`src/rtl/sdram_wb_arbiter.sv`:
```
// Wishbone classic arbiter in front of sdram_ctrl_wb: master 0 has fixed priority,
// masters 1..N-1 share round-robin, and every grant is capped at MAX_BURST acks.
module sdram_wb_arbiter #(
    parameter int NUM_MASTERS   = 3,
    parameter int WB_ADDR_WIDTH = 24,
    parameter int WB_DATA_WIDTH = 16,
    parameter int MAX_BURST     = 8
) (
    input  logic                                       wb_clk_i,
    input  logic                                       wb_rst_i,
    input  logic [NUM_MASTERS-1:0]                     m_cyc_i,
    input  logic [NUM_MASTERS-1:0]                     m_stb_i,
    input  logic [NUM_MASTERS-1:0]                     m_we_i,
    input  logic [NUM_MASTERS*WB_ADDR_WIDTH-1:0]       m_adr_i,
    input  logic [NUM_MASTERS*WB_DATA_WIDTH-1:0]       m_dat_i,
    input  logic [NUM_MASTERS*(WB_DATA_WIDTH/8)-1:0]   m_sel_i,
    output logic [NUM_MASTERS-1:0]                     m_ack_o,
    output logic [WB_DATA_WIDTH-1:0]                   m_dat_o,
    output logic                                       s_cyc_o,
    output logic                                       s_stb_o,
    output logic                                       s_we_o,
    output logic [WB_ADDR_WIDTH-1:0]                   s_adr_o,
    output logic [WB_DATA_WIDTH-1:0]                   s_dat_o,
    output logic [WB_DATA_WIDTH/8-1:0]                 s_sel_o,
    input  logic                                       s_ack_i,
    input  logic [WB_DATA_WIDTH-1:0]                   s_dat_i,
    output logic [NUM_MASTERS-1:0]                     grant_o,
    output logic                                       busy_o
);

    localparam int SW = WB_DATA_WIDTH / 8;
    localparam int IW = $clog2(NUM_MASTERS);
    localparam int CW = (MAX_BURST > 1) ? $clog2(MAX_BURST) : 1;

    typedef enum logic {IDLE, GRANT} state_t;

    state_t             state;
    logic [IW-1:0]      grant_idx;
    logic [IW-1:0]      rr_ptr;
    logic [CW-1:0]      ack_cnt;
    logic               yield0;

    logic [NUM_MASTERS-1:0] req;
    logic                   rr_found;
    logic [IW-1:0]          rr_idx;
    logic [IW:0]            cand;
    logic                   last_ack;

    assign req      = m_cyc_i & m_stb_i;
    assign last_ack = s_ack_i && (ack_cnt == CW'(MAX_BURST - 1));
    assign m_dat_o  = s_dat_i;

    // Round-robin search over 1..N-1 starting after rr_ptr; rr_ptr=0 starts at 1.
    always_comb begin
        rr_found = 1'b0;
        rr_idx   = '0;
        cand     = '0;
        for (int unsigned j = 0; j < NUM_MASTERS - 1; j++) begin
            cand = {1'b0, rr_ptr} + (IW+1)'(j + 1);
            if (cand > (IW+1)'(NUM_MASTERS - 1))
                cand = cand - (IW+1)'(NUM_MASTERS - 1);
            if (!rr_found && req[cand[IW-1:0]]) begin
                rr_found = 1'b1;
                rr_idx   = cand[IW-1:0];
            end
        end
    end

    always_comb begin
        s_cyc_o = 1'b0;
        s_stb_o = 1'b0;
        s_we_o  = 1'b0;
        s_adr_o = '0;
        s_dat_o = '0;
        s_sel_o = '0;
        m_ack_o = '0;
        if (state == GRANT) begin
            s_cyc_o            = m_cyc_i[grant_idx];
            s_stb_o            = m_stb_i[grant_idx];
            s_we_o             = m_we_i[grant_idx];
            s_adr_o            = m_adr_i[grant_idx*WB_ADDR_WIDTH +: WB_ADDR_WIDTH];
            s_dat_o            = m_dat_i[grant_idx*WB_DATA_WIDTH +: WB_DATA_WIDTH];
            s_sel_o            = m_sel_i[grant_idx*SW +: SW];
            m_ack_o[grant_idx] = s_ack_i;
        end
    end

    always_ff @(posedge wb_clk_i) begin
        if (wb_rst_i) begin
            state     <= IDLE;
            grant_idx <= '0;
            rr_ptr    <= '0;
            ack_cnt   <= '0;
            yield0    <= 1'b0;
            grant_o   <= '0;
            busy_o    <= 1'b0;
        end else begin
            case (state)
                IDLE: begin
                    // Master 0 wins unless it owes a yield and someone else is waiting.
                    if (req[0] && (!yield0 || !rr_found)) begin
                        grant_idx <= '0;
                        grant_o   <= NUM_MASTERS'(1);
                        ack_cnt   <= '0;
                        busy_o    <= 1'b1;
                        state     <= GRANT;
                    end else if (rr_found) begin
                        grant_idx <= rr_idx;
                        grant_o   <= NUM_MASTERS'(1) << rr_idx;
                        rr_ptr    <= rr_idx;
                        yield0    <= 1'b0;
                        ack_cnt   <= '0;
                        busy_o    <= 1'b1;
                        state     <= GRANT;
                    end
                end
                GRANT: begin
                    if (!m_cyc_i[grant_idx] || last_ack) begin
                        if (last_ack && grant_idx == '0 && |req[NUM_MASTERS-1:1])
                            yield0 <= 1'b1;
                        grant_o <= '0;
                        busy_o  <= 1'b0;
                        state   <= IDLE;
                    end else if (s_ack_i) begin
                        ack_cnt <= ack_cnt + 1'b1;
                    end
                end
                default: state <= IDLE;
            endcase
        end
    end

endmodule

```
`config.mk`:
```
export PLATFORM = sky130hd
export DESIGN_NAME = sdram_wb_arbiter
export DESIGN_NICKNAME = d
export VERILOG_FILES = /design/src/rtl/sdram_wb_arbiter.sv
export SDC_FILE = /design/constraint.sdc
export NUM_CORES = 1
export LEC_CHECK = 0
export ABC_AREA = 1
export BUFFER_PORTS_ARGS = -buffer_cell sky130_fd_sc_hd__buf_4
export CAP_MARGIN = 15
export CORE_AREA = 2 2 87 89
export CTS_BUF_LIST = sky130_fd_sc_hd__clkbuf_8
export CTS_CLUSTER_DIAMETER = 30
export DETAILED_ROUTE_END_ITERATION = 12
export DIE_AREA = 0 0 89 91
export PLACE_DENSITY = 0.68
export SLEW_MARGIN = 20
export SYNTH_ARGS = -nofsm -noshare
export SYNTH_HDL_FRONTEND = slang
export SYNTH_SLANG_ARGS = --single-unit
```
`constraint.sdc`:
```
create_clock -name wb_clk_i -period 3.4 [get_ports wb_clk_i]
set_input_delay 0.17 -clock wb_clk_i [delete_from_list [all_inputs] [get_ports wb_clk_i]]
set_output_delay 0.17 -clock wb_clk_i [all_outputs]
set_load 0.005 [all_outputs]
```
# == Yosys cells after proc, flatten, opt, wreduce, memory -nomap -nowiden ==
# Index checks and enable logic that the tools add are counted.
# word_totals
elab_cells,104
latchBits,0
ram_bits,0
romBits,0
ff_bits,13
inputBits,154
memories,0
output_inout_bits,68
# classes
multipliers,1
add_sub_neg,5
n_lt_le_gt_ge,6
n_div,0
bitwise,4
mux,49
shifts,4
eq_ne,8
reduce_logical,20
# ops
op,n
$shiftx A72 B8 Y24,1
$shiftx A48 B7 Y16,1
$mux W24,1
$mux W3,8
$mux W1,21
$mux W16,1
$mux W2,7
$pmux W3 S2,2
$bmux W1 S2,5
$lt A2 B3 Y1 const B,3
$ne A2 B2 Y1 const B,4
$and A3 B3 Y3,2
$gt A3 B2 Y1 const B,2
$logic_and A1 B1 Y1,6
$pmux W1 S2,3
$reduce_and A3 Y1,2
$shiftx A6 B4 Y2,1
$logic_not A1 Y1,4
$mul A2 B2 Y4 const B,1
$ne A2 B1 Y1 const B,2
$reduce_and A2 Y1,2
$reduce_and A4 Y1,1
$sub A2 B2 Y2 const B,2
$add A2 B1 Y3 const B,1
other kinds (12),14

# == Logic depth before layout (Yosys ltp) ==
# logic_depth
word_depth,14
mapped_depth,9
depth_no_buf,9

# == Worst setup path after synthesis ==
# No wires, ideal clock.
# synth_timing
path_kind,register to output
from,reg grant_idx[1]
to,out s_adr_o[10]
slack_ns,2.165
stages_incl_launch_ff,8
path_buffers,2
arrival_ns,1.065
required_time_ns,3.230
path_cell_list,dfxtp_1 > buf_6 > inv_2 > clkbuf_1 > nand3_1 > nand3_1 > nand2_1 > inv_1
# synth_between
elab_chain_cells,3
# synth_rtl
item,line,text
from (decl),38,logic [IW-1:0] grant_idx;
from (signal assigned),108,grant_idx <= rr_idx;
$mul A2 B2 Y4,81,s_adr_o = m_adr_i[grant_idx*WB_ADDR_WIDTH +: WB_ADDR_WIDTH];
$shiftx A72 B8 Y24,81,
$mux W24,77,if (state == GRANT) begin
to (decl),22,"output logic [WB_ADDR_WIDTH-1:0] s_adr_o,"
# Every way passes these cells.

# == Final worst setup path ==
# layout_timing
from,reg grant_idx[0]
to,out s_dat_o[10]
# layout_between
elab_chain_cells,2
# layout_rtl
item,line,text
$shiftx A48 B7 Y16,82,s_dat_o = m_dat_i[grant_idx*WB_DATA_WIDTH +: WB_DATA_WIDTH];
$mux W16,77,
to (decl),23,"output logic [WB_DATA_WIDTH-1:0] s_dat_o,"
# Every way passes these cells.

==> results.py <==
metrics = {
    "synthesis": {
        "synth.distinct_cells": 22,
        "synth_seq_cells": 13,
        "synth.largest_area_cell": "nand2_1",
        "yosysWarnings": 0,
        "synth_nets": 559,
        "synth_area_leaders": "nand2_1 31%, nand3_1 24%, dfxtp_1 13%, inv_1 9.4%, buf_4 6.3%",
        "synth_cells": 403,
        "synth_top_area_share_pct": 30.6,
        "syn_area_mm2": 0.00203,
        "syn_area_per_cell_um2": 5.03,
        "yosysSeqAreaShare_pct": 12.8,
    },
    "clocking": {
        "cts_max_path_buffers": 2,
        "post_cts_resized": 0,
        "cts_setup_buffers": 0,
        "htree_levels": 1,
        "root_buffer": "clkbuf_8",
        "clkTransAtPathRegs_ps": 60,
        "cts_buffers": 3,
        "clkLatencyLatePin_ps": 240,
        "cts_hold_buf": 0,
        "clock-sinks": 13,
        "cts_tree": "done",
    },
    "detailed_routing": {
        "detail_route.wl_per_cell_um": 13.0,
        "drt_wl_total_um": 8530,
        "dr_total_vias": 3048,
        "first_iter_violations": 138,
        "viasPerCell": 4.65,
        "ant_nets": 0,
        "firstDrtPassIters": 4,
        "drc_errors": 0,
    },
    "finish": {
        "nets": 713,
        "n_fill_cell": 815,
        "utilization_pct": 47.4,
        "syn2layout_area_growth_pct": 66.8,
        "mostFrequentLayoutCell": "buf_4",
        "drive_gt1_share_pct": 37.1,
        "final_cell_mix": "190 x buf_4, 165 x nand2_1, 96 x nand3_1",
        "n_antenna_cell": 0,
    },
    "floorplan": {
        "die_w_um": 89,
        "io_pins": 222,
        "die-height_um": 91,
        "row_count": 31,
        "die_area_mm2": 0.00810,
        "start_util_pct": 28.4,
        "coreArea_mm2": 0.00714,
    },
    "min_path": {
        "whs_endpoint": "state",
        "hp-class": "input pin to register",
        "min_path_cells": 2,
        "hp-start": "wb_rst_i",
    },
    "critical_path": {
        "cp.arrival_ps": 2310,
        "crit_fanout": 49,
        "cp-end-kind": "output port",
        "ff2ff_setup_slack_ps": 1100,
        "reg2reg_to": "ack_cnt[1]",
        "start_kind": "register",
        "timing.rr.start": "grant_idx[0]",
        "cp.required_ps": 3230,
        "worst-setup-path-type": "register to output port",
        "r2r_cells": 8,
    },
    "run": {
        "max_cap_viol_count": 0,
    },
    "global_route": {
        "grt-ovfl-total": 0,
        "first_global_vias": 2641,
        "grt_pass1_wl_um": 12400,
        "antenna_found_initial": 0,
        "grt_usage_pct": 18.7,
        "grt_start_max_net_pins": 50,
    },
    "pwr": {
        "power.internal_w": 0.000487,
        "p_per_area_mw_per_mm2": 225,
        "leakage_nw": 2.12,
        "seqPwrFrac_pct": 25.9,
        "combPwrFrac_pct": 56.9,
        "power_switching_w": 0.000275,
        "clkPwrFrac_pct": 17.2,
        "peakVddDrop_v": 0.000242,
        "p_sw_share_pct": 36.1,
    },
    "sta": {
        "fin_worst_skew_ps": 4.98,
        "tns_ps": 0,
        "finalMaxSlewViolations": 0,
        "finalHoldViolations": 0,
        "worst_pin_slew_ps": 1030,
        "fmax_mhz": 403,
        "grt_setup_unrepaired": "no",
        "slew_headroom_pct": 31.4,
        "holdWs_ps": 183,
        "layout_min_cycle_time_ps": 2480,
        "post-route-period-util_pct": 73.0,
        "final-setup-viol-count": 0,
        "timing.final.ws_setup_ps": 919,
    },
    "placed_design": {
        "dp_hpwl_um": 6600,
        "portBuffers": 189,
        "pre_cts_ws_ps": 1050,
        "gp_congestion": 0.878,
    },
    "status": {
        "status": "finished clean",
    },
}
## sequential cells by signal, summed over array words and instances, names as in the netlist
signal / count
ack_cnt: 3
rr_ptr: 2
grant_o: 3
state: 1
grant_idx: 2
yield0: 1
busy_o: 1
## synth_stat cells
master / count
a21oi_1: 14
buf_1: 4
buf_2: 15
buf_4: 17
buf_6: 1
clkbuf_1: 4
dfxtp_1: 13
ha_1: 2
inv_1: 51
inv_2: 4
nand2_1: 165
nand2_2: 2
nand3_1: 96
nand3_2: 2
nand4_1: 1
nand4_4: 1
nor2_1: 5
nor2_4: 1
nor3_1: 2
o211ai_1: 1
o21a_1: 1
or2_2: 1
## worst max-delay path, stage by stage, from the launching register on
cell and delay (ps):
dfxtp_2 620, nor2_4 920, nand2_1 130, nand3_1 130, nand2_1 60, inv_1 80
buf_4 100
## power by group through the flow
stage          Combinational [W]  Sequential, W  Clock (W)
2_1_floorplan           0.000239       0.000175          0
3_3_place_gp            0.000432       0.000201          0
3_5_place_dp            0.000437       0.000201          0
4_1_cts                 0.000439       0.000198   0.000136
5_1_grt                 0.000483       0.000202   0.000141
6_report                0.000434       0.000197   0.000131
## layer usage
| layer | part of all wire, % | GRT usage, % | vias up | routed length (um) |
|---|---|---|---|---|
| li1 | - | - | 1546 | - |
| met1 | 37 | 22.5 | 1370 | 3170 |
| met5 | 0 | 0 | - | 0 |
| met3 | 8.7 | 2.64 | 10 | 742 |
| met4 | 1.7 | 3.61 | 0 | 146 |
| met2 | 52 | 34.6 | 122 | 4470 |
## through the flow
stage,total power [W],cells,cell area (um2)
finish,0.000762,655,3380
global route,0.000826,655,3380
CTS,0.000772,655,3380
detailed placement,0.000638,651,3340
global placement,0.000633,651,3340
floorplan,0.000414,403,2030
## logic make-up (layout without fill, tap and decap cells)
| logic type | Yosys count | in the layout | synth area share [%] |
|---|---|---|---|
| AOI/OAI and AO/OA | 16 | 16 | 4.20 |
| and+or+nand+nor | 276 | 276 | 59.5 |
| buffers and inverters | 96 | 249 | 22.2 |
| DFF | 13 | 13 | 12.8 |
| adders and majority gates | 2 | 2 | 1.23 |
## final cells by class
type | instances | area [um2] | share of cell area (%)
clock inverter | 1 | 3.75 | 0.111
timing repair buffer | 190 | 1430 | 42.2
tap | 99 | 124 | 3.66
sequential | 13 | 263 | 7.77
clock buffer | 3 | 41.3 | 1.22
multi-input combinational | 294 | 1320 | 38.9
inverter | 55 | 206 | 6.11
## worst max path at each step
stage / from / endpoint / slack (ps) / depth (start not counted)
after floorplan: grant_idx[1] / s_adr_o[10] / 2170 / 7
after global placement: grant_idx[0] / ack_cnt[1] / 1100 / 8
after detailed placement: grant_idx[0] / ack_cnt[1] / 1050 / 8
after CTS: grant_idx[0] / s_cyc_o / 860 / 6
after global routing: grant_idx[0] / s_adr_o[16] / 680 / 6
final: grant_idx[0] / s_dat_o[10] / 920 / 6
Power figures use the tool's default switching activity.
